[src/rtl/uart_receiver_if.sv]
// uart_receiver_if
// Groups the serial input line and the received-byte outputs of the UART
// receiver into one bundle.
//   i_rx             serial line into the receiver; idles high
//   o_data[0:7]      last good byte; index 0 holds the first data bit on the wire
//   o_valid          one-cycle pulse; o_data changes in the same cycle
//   o_framing_error  one-cycle pulse; the stop bit was sampled low
//   o_busy           high while a frame is being received
// The receiver uses the master modport because it produces the byte stream.
// The consumer, which also drives the line, uses the slave modport.
interface uart_receiver_if;
   logic       i_rx;
   logic [0:7] o_data;
   logic       o_valid;
   logic       o_framing_error;
   logic       o_busy;

   modport master (
      input  i_rx,
      output o_data,
      output o_valid,
      output o_framing_error,
      output o_busy
   );

   modport slave (
      output i_rx,
      input  o_data,
      input  o_valid,
      input  o_framing_error,
      input  o_busy
   );
endinterface

[src/rtl/uart_receiver.sv]
// uart_receiver
// Recovers 8N1 frames (one start bit, 8 data bits, one stop bit) from an
// asynchronous serial line. A good byte is presented with a one-cycle valid
// pulse. A frame whose stop bit is low produces a one-cycle framing-error
// pulse instead.
// Parameters:
//   CYCLES_PER_SAMPLE  clock cycles per bit (legal range 4..65535)
// Ports:
//   clk      system clock
//   r_reset  synchronous, active-high reset
//   rx_if    uart_receiver_if.master (i_rx, o_data, o_valid,
//            o_framing_error, o_busy)
module uart_receiver #(
   parameter int unsigned CYCLES_PER_SAMPLE = 10416
) (
   input logic             clk,
   input logic             r_reset,
   uart_receiver_if.master rx_if
);

   localparam int unsigned HALF_SAMPLE = CYCLES_PER_SAMPLE >> 1;
   localparam logic [15:0] HALF_LAST   = 16'(HALF_SAMPLE - 1);
   localparam logic [15:0] BIT_LAST    = 16'(CYCLES_PER_SAMPLE - 1);

   typedef enum logic [1:0] {
      IDLE,
      START,
      DATA,
      STOP
   } state_t;

   state_t      state;
   logic        rx_s1;
   logic        rx_s2;
   logic        rx_prev;
   logic [15:0] count;
   logic [3:0]  bit_idx;
   logic [0:7]  shift_reg;

   // The synchronizer and rx_prev advance every cycle, whatever the state.
   // A start edge that arrives right after the stop-bit sample is therefore
   // still seen from IDLE.
   //
   // Start is detected only on a falling edge. A line held low after a
   // frame (a break) cannot restart the receiver until it goes high again.
   //
   // START waits half a bit period so that every later sample falls near
   // the middle of its bit. A high line at that point is treated as a
   // glitch and dropped silently.
   //
   // o_busy is registered alongside each state change, so it already
   // shows the state being entered.
   always_ff @(posedge clk) begin
      if (r_reset) begin
         state                 <= IDLE;
         rx_s1                 <= 1'b1;
         rx_s2                 <= 1'b1;
         rx_prev               <= 1'b1;
         count                 <= '0;
         bit_idx               <= '0;
         shift_reg             <= '0;
         rx_if.o_data          <= '0;
         rx_if.o_valid         <= 1'b0;
         rx_if.o_framing_error <= 1'b0;
         rx_if.o_busy          <= 1'b0;
      end else begin
         rx_s1                 <= rx_if.i_rx;
         rx_s2                 <= rx_s1;
         rx_prev               <= rx_s2;
         rx_if.o_valid         <= 1'b0;
         rx_if.o_framing_error <= 1'b0;

         case (state)
            IDLE: begin
               count <= '0;
               if (rx_prev && !rx_s2) begin
                  state        <= START;
                  rx_if.o_busy <= 1'b1;
               end
            end

            START: begin
               if (count == HALF_LAST) begin
                  count   <= '0;
                  bit_idx <= '0;
                  if (!rx_s2) begin
                     state <= DATA;
                  end else begin
                     state        <= IDLE;
                     rx_if.o_busy <= 1'b0;
                  end
               end else begin
                  count <= count + 16'd1;
               end
            end

            DATA: begin
               if (count == BIT_LAST) begin
                  shift_reg[bit_idx[2:0]] <= rx_s2;
                  bit_idx                 <= bit_idx + 4'd1;
                  count                   <= '0;
                  if (bit_idx == 4'd7) begin
                     state <= STOP;
                  end
               end else begin
                  count <= count + 16'd1;
               end
            end

            STOP: begin
               if (count == BIT_LAST) begin
                  if (rx_s2) begin
                     rx_if.o_data  <= shift_reg;
                     rx_if.o_valid <= 1'b1;
                  end else begin
                     rx_if.o_framing_error <= 1'b1;
                  end
                  state        <= IDLE;
                  rx_if.o_busy <= 1'b0;
                  count        <= '0;
               end else begin
                  count <= count + 16'd1;
               end
            end

            default: begin
               state        <= IDLE;
               rx_if.o_busy <= 1'b0;
               count        <= '0;
            end
         endcase
      end
   end

endmodule

[src/flat_wrapper.sv]
// flat-port wrapper written by rule: the top's interface ports become plain ports
module uart_receiver_flat 
#(
   parameter int unsigned CYCLES_PER_SAMPLE = 10416
)
  (clk, r_reset, rx_if_i_rx, rx_if_o_data, rx_if_o_valid, rx_if_o_framing_error, rx_if_o_busy);
  uart_receiver_if rx_if_i ();
  input logic clk;
  input logic r_reset;
  input wire logic [$bits(rx_if_i.i_rx)-1:0] rx_if_i_rx;
  output wire logic [$bits(rx_if_i.o_data)-1:0] rx_if_o_data;
  output wire logic [$bits(rx_if_i.o_valid)-1:0] rx_if_o_valid;
  output wire logic [$bits(rx_if_i.o_framing_error)-1:0] rx_if_o_framing_error;
  output wire logic [$bits(rx_if_i.o_busy)-1:0] rx_if_o_busy;
  assign rx_if_i.i_rx = rx_if_i_rx;
  assign rx_if_o_data = rx_if_i.o_data;
  assign rx_if_o_valid = rx_if_i.o_valid;
  assign rx_if_o_framing_error = rx_if_i.o_framing_error;
  assign rx_if_o_busy = rx_if_i.o_busy;
  uart_receiver #(.CYCLES_PER_SAMPLE(CYCLES_PER_SAMPLE)) u_core (.clk(clk), .r_reset(r_reset), .rx_if(rx_if_i));
endmodule
[config.mk]
export PLATFORM = sky130hd
export DESIGN_NAME = uart_receiver_flat
export DESIGN_NICKNAME = d
export VERILOG_FILES = /design/src/rtl/uart_receiver_if.sv /design/src/rtl/uart_receiver.sv /design/src/flat_wrapper.sv
export SDC_FILE = /design/constraint.sdc
export NUM_CORES = 1
export LEC_CHECK = 0
export CORE_MARGIN = 2
export CORE_UTILIZATION = 60
export DETAILED_ROUTE_END_ITERATION = 10
export DONT_BUFFER_PORTS = 1
export GPL_ROUTABILITY_DRIVEN = 0
export PLACE_DENSITY = 0.76
export SETUP_SLACK_MARGIN = 0.1
export SYNTH_ARGS = -nofsm -noshare
export SYNTH_HDL_FRONTEND = slang
export SYNTH_SLANG_ARGS = --single-unit
[constraint.sdc]
create_clock -name clk -period 2.8 [get_ports clk]
set_input_delay 0.56 -clock clk [delete_from_list [all_inputs] [get_ports clk]]
set_output_delay 0.56 -clock clk [all_outputs]
set_load 0.02 [all_outputs]
Word-level counts from Yosys, hierarchy flattened
Index checks and enable logic that the tools add are counted.

Input port bits: 3. Output and inout port bits: 11. Logic and storage cells: 66. Flip-flop bits (word level): 44.

Bitwise logic cells: 3. Muxes and demuxes: 23. Order comparisons: 2. Reduce and logical (&&, ||, !) cells: 13. Add/sub/neg operators: 2. Eq/ne operators: 12.

Operators by type and width (count): 16-bit case mux with 3 select lines (1); 16-bit two-way mux (2); 16-bit by 1-bit adder with 16-bit output (second input constant) (1); 16-bit by 13-bit == test with 1-bit output (second input constant) (1); 16-bit by 14-bit == test with 1-bit output (second input constant) (1); 2-bit two-way mux (6); 2-bit by 1-bit != test with 1-bit output (second input constant) (6); 5-bit AND reduction (2); 8-bit bitwise mux (1); 4-bit two-way mux (2); 2-bit case mux with 4 select lines (1); 4-bit case mux with 2 select lines (1); 1-bit two-way mux (7); 3-bit AND reduction (2); 4-bit by 1-bit adder with 4-bit output (second input constant) (1); 2-bit == test (second input constant) (2); 4-bit by 3-bit == test with 1-bit output (second input constant) (1); 4-bit >= comparator (second input constant) (1); 4-bit by 1-bit less-than comparator with 1-bit output (second input constant) (1); 3-bit NOT with 4-bit output (1); 1-bit demux with 3-bit select (1); 1-bit case mux with 3 select lines (1); 3-bit nonzero test (1); 3-bit OR reduction (1); other kinds (8) (10).

Logic depth before layout (Yosys ltp)
Depth after elaboration: 6. Mapped depth: 8. Mapped depth without buffers: 7.

Worst setup path after synthesis
Ideal clock, no wire load.

Path type: reg-to-reg. Start: register u_core.count[8]. End: register u_core.bit_idx[2]. Arrival: 2.019 ns. Period minus slack after synthesis: 2.093 ns. Setup time: 0.074 ns. Required time: 2.726 ns. Cell stages (with the launch flop): 6. Setup slack: 0.707 ns. Buffers on the path: 0. Cell sequence: dfxtp_1 > or4_4 > nor4_4 > nand2_1 > or4_1 > a31oi_1.

Cells in the longest elaborated chain, start to end: 3. Elaborated cells on any way between the ends: 5. Those cells by class: eq/ne: 4; reduce/logical: 1.

RTL lines: from (decl) (RTL line uart_receiver.sv:36) `logic [15:0] count;`; from (signal assigned) (RTL line uart_receiver.sv:93) `count <= count + 16'd1;`; from (signal assigned) (RTL line uart_receiver.sv:106) `count <= count + 16'd1;`; from (signal assigned) (RTL line uart_receiver.sv:122) `count <= count + 16'd1;`; 16-bit by 14-bit == test with 1-bit output or 16-bit by 13-bit == test with 1-bit output (tied branches) (RTL line uart_receiver.sv:98, uart_receiver.sv:83); 2-bit by 1-bit != test with 1-bit output (no source line); 3-bit AND reduction (no source line) (*); to (signal assigned) (RTL line uart_receiver.sv:100) `bit_idx <= bit_idx + 4'd1;`; to (decl) (RTL line uart_receiver.sv:37) `logic [3:0] bit_idx;`.

Mark *: on every way between the ends. The rest lies on a longest branch, timed or not. A chain may end at the register's enable or synchronous reset.

Worst setup path after layout
Start: register u_core.state[0]. End: register u_core.state[0].

Cells in the longest elaborated chain, start to end: 3. Elaborated cells on any way between the ends: 11. Those cells by class: eq/ne: 8; mux: 1; reduce/logical: 2.

RTL lines: from (decl) (RTL line uart_receiver.sv:32) `state_t state;`; from (signal assigned) (RTL line uart_receiver.sv:55) `state <= IDLE;`; from (signal assigned) (RTL line uart_receiver.sv:77) `state <= START;`; from (signal assigned) (RTL line uart_receiver.sv:87) `state <= DATA;`; 2-bit == test (tied with other cells) (RTL line uart_receiver.sv:73) `case (state)`; 2-bit by 1-bit != test with 1-bit output (no source line); 5-bit AND reduction (no source line).

Several ways; a longest one is shown, not always the timed one.

==> run_results.csv <==
group,metric,value,unit
setup_path,path_depth,7,
synthesis,yosysSeqAreaShare,43.7,%
cts,ctsResizeCount,0,
die,initial_core_util,61.4,%
drt,dr.pass1.iters,4,
synthesis,synth_mux_area_share,4.97,%
cells_and_area,layoutNonFillerInstCount,278,
sta,clock_skew,0.0170,ns
die,core,3280,um^2
setup_path,cp-end-kind,"flip-flop",
placed_design,dp.cells,270,
power,total_power,1.14,mW
setup_path,critPathTopFamily,"compound AO/OA/AOI/OAI gates",
power,p_comb_share,6.3,%
synthesis,synth-async-reset-ratio,0,%
sta,post-route-period-util,87.8,%
cts,numClockSinks,44,
setup_path,cp.required,3.07,ns
sta,rsz0062_at_grt,"no",
die,fp.dieH,62.0,um
drt,drt_iter0_markers,104,
drt,vias,1538,
cts,cts_max_level,2,
die,io-pin-count,14,
sta,hold_viol,0,
sta,drv_slew,0,
synthesis,netlist_area,2020,um^2
power,peakVddDrop,358,uV
placed_design,numPortBuffers,0,
cells_and_area,largest_reg_flops,16,
cells_and_area,num_antenna_cells,0,
cts,clk_pin_slew_worst_paths,0.13,ns
setup_path,crit_start,"u_core.state[0]",
power,p_sw,265,uW
cells_and_area,layout-drive-gt1-share,7.33,%
sta,fin_tns_setup,0,ns
cts,cts_setup_buffers,0,
drt,wirelength,3730,um
cells_and_area,area_delta_synth_final,5.71,%
hold_path,worstHoldPathType,"primary input to flip-flop",
sta,finalSetupViolations,0,
synthesis,avgSynthCellArea,8.65,um^2
setup_path,start_kind,"flip-flop",
synthesis,synth_top_family_by_area,"simple AND/OR/NAND/NOR gates",
synthesis,syn_inst,233,
job,drv_cap,0,
global_route,grt_pass1_vias,1326,
cts,hold_buffers,0,
global_route,grt_max_degree,29,
setup_path,crit_slowest_cell,"or4bb_1",
drt,drcViolationCount,0,
cts,numCtsBuffers,5,
synthesis,synth_compound_area_share,7.32,%
synthesis,synthAdderAreaFrac,3.72,%
power,clkPwrFrac,37.2,%
cells_and_area,final_util,64.9,%
global_route,grt_usage,22.5,%
synthesis,synth_edf_count,0,
setup_path,crit_type,"flip-flop to flip-flop",
synthesis,ys_warn_count,0,
cts,cts_tree,"yes",
die,rows,21,
sta,max_freq,407,MHz
setup_path,max_stage_delay,0.51,ns
synthesis,synth_flop_cell,"dfxtp_1",
drt,wl_per_cell,13.4,um
sta,worst_slew_pin_slew,0.542,ns
power,switching_share,23.1,%
setup_path,critPathMaxFanout,13,
setup_path,r2r-start,"u_core.state[0]",
cts,clockRootBuffer,"clkbuf_4",
setup_path,rr_endpoint,"u_core.state[0]",
die,chipWidth,62.0,um
synthesis,synth_cell_types,36,
global_route,antenna_found_initial,0,
placed_design,dpl.hpwl,2520,um
setup_path,cp_num_buf_inv,1,
setup_path,reg2reg_depth,7,
power,leakagePower,0.751,nW
die,dieArea,3840,um^2
run_status,status,"finished clean",
sta,min_period,2.46,ns
power,pwr-share-seq,56.5,%
global_route,grt_pass1_wl,6240,um
cts,clock_latency,0.37,ns
setup_path,path_cells,"inv_1 > ha_1 > or4bb_1 > o41ai_1 > a21oi_1 > o21a_1 > a311oi_1",
drt,ant_nets,0,
global_route,overflow,0,
sta,maxSlewHeadroom,63.4,%
synthesis,synth-seq-cells,44,
cells_and_area,nets,240,
cts,cts_buffer_depth,2,
setup_path,crit_end,"u_core.state[0]",
drt,vias_per_cell,5.53,
synthesis,synthesis.nets,242,
setup_path,crit_arrival,2.73,ns
power,power_density,537,nW/um^2
synthesis,yosys.area_share.simple,30.2,%
power,p_int,879,uW
synthesis,synthXorXnorAreaFrac,6.08,%
setup_path,r2r_slack,0.34,ns
==> layout make-up <==
| class | count | area [um^2] |
|---|---|---|
| clock buffer | 6 | 51.3 |
| sequential | 44 | 881 |
| inverter | 11 | 41.3 |
| fill | 283 | 1150 |
| clock inverter | 2 | 38.8 |
| timing repair buffer | 1 | 7.51 |
| tap | 46 | 57.6 |
| multi-input combinational | 168 | 1050 |
==> metal layers <==
layer	share of wire (%)	global-route usage (%)	routed length [um]
met2	44	31.5	1630
met1	50	32.5	1860
met4	2.1	10.0	77
met5	0	0	0
met3	4.2	5.59	155
==> synth_stat cells (3+ instances only) <==
library cell	count	area [um^2]
nor2b_1	3	18.8
or2_2	3	18.8
xnor2_1	11	96.3
and3_1	4	25.0
dfxtp_1	44	881
inv_1	11	41.3
nand2_1	30	113
a21oi_1	12	60.1
nor2_1	35	131
clkbuf_1	8	30.0
nor3_1	5	25.0
mux2i_1	10	100
xor2_1	3	26.3
or4_1	5	37.5
nand4_1	7	43.8
nand4b_1	5	43.8
nand3_1	7	35.0
o21ai_0	3	15.0
ha_1	6	75.1
==> how the worst min path moves through the flow <==
| stage | startpoint | to | slack (ns) | cells after the start |
|---|---|---|---|---|
| after detailed placement | u_core.rx_s1 | u_core.rx_s2 | 0.40 | 1 |
| after global routing | r_reset | u_core.rx_if.o_data[0] | 0.23 | 1 |
| after floorplan | u_core.rx_s1 | u_core.rx_s2 | 0.39 | 1 |
| after global placement | u_core.rx_s1 | u_core.rx_s2 | 0.40 | 1 |
| after CTS | r_reset | u_core.rx_if.o_data[7] | 0.23 | 1 |
| final | r_reset | u_core.rx_if.o_data[7] | 0.24 | 1 |
==> metrics by stage <==
step	worst slack, ns	hold WS [ns]	area, um^2
2_1_floorplan	0.707	0.389	2020
3_3_place_gp	0.479	0.397	2040
3_5_place_dp	0.437	0.397	2040
4_1_cts	0.391	0.229	2130
5_1_grt	0.133	0.227	2130
6_report	0.341	0.242	2130
==> cell usage in the layout, fill, tap and decap left out, types with 2 or more instances in the layout <==
master	netlist	final
o21ai_0	3	3
nand2b_1	2	2
a21oi_1	12	12
or4_1	5	5
or2_2	3	3
nand2_1	30	30
clkbuf_4	0	5
nand4_1	7	7
nor2b_1	3	3
xnor2_1	11	11
mux2i_1	10	10
nand3b_1	2	2
inv_1	11	11
a31oi_1	2	2
and3_1	4	4
dfxtp_1	44	44
nor3_1	5	5
xor2_1	3	3
nor2_1	35	35
nand3_1	7	7
nand4b_1	5	5
ha_1	6	6
==> power groups by stage <==
stage	logic [mW]	registers, mW	clock network, mW
final	0.0718	0.646	0.426
after global routing	0.0798	0.649	0.454
after CTS	0.0716	0.646	0.434
after detailed placement	0.0709	0.660	0
after global placement	0.0712	0.660	0
after floorplan	0.0654	0.657	0
==> cells by family after synthesis <==
group | after synthesis
adder cells (fa/ha/maj) | 6
XOR/XNOR | 14
flip-flops | 44
multiplexers | 10
AND/OR/NAND/NOR | 116
buffers and inverters | 21
AO/OA/AOI/OAI | 22
==> worst register-to-register path: cells and delay by family, from the launching register on <==
family	cells	cell delay (ns)
AOI/OAI and AO/OA	4	1.04
adders and majority gates	1	0.36
buffers and inverters	1	0.09
DFF	1	0.37
and+or+nand+nor	1	0.52
No activity file was read; power rests on OpenSTA's default activity.
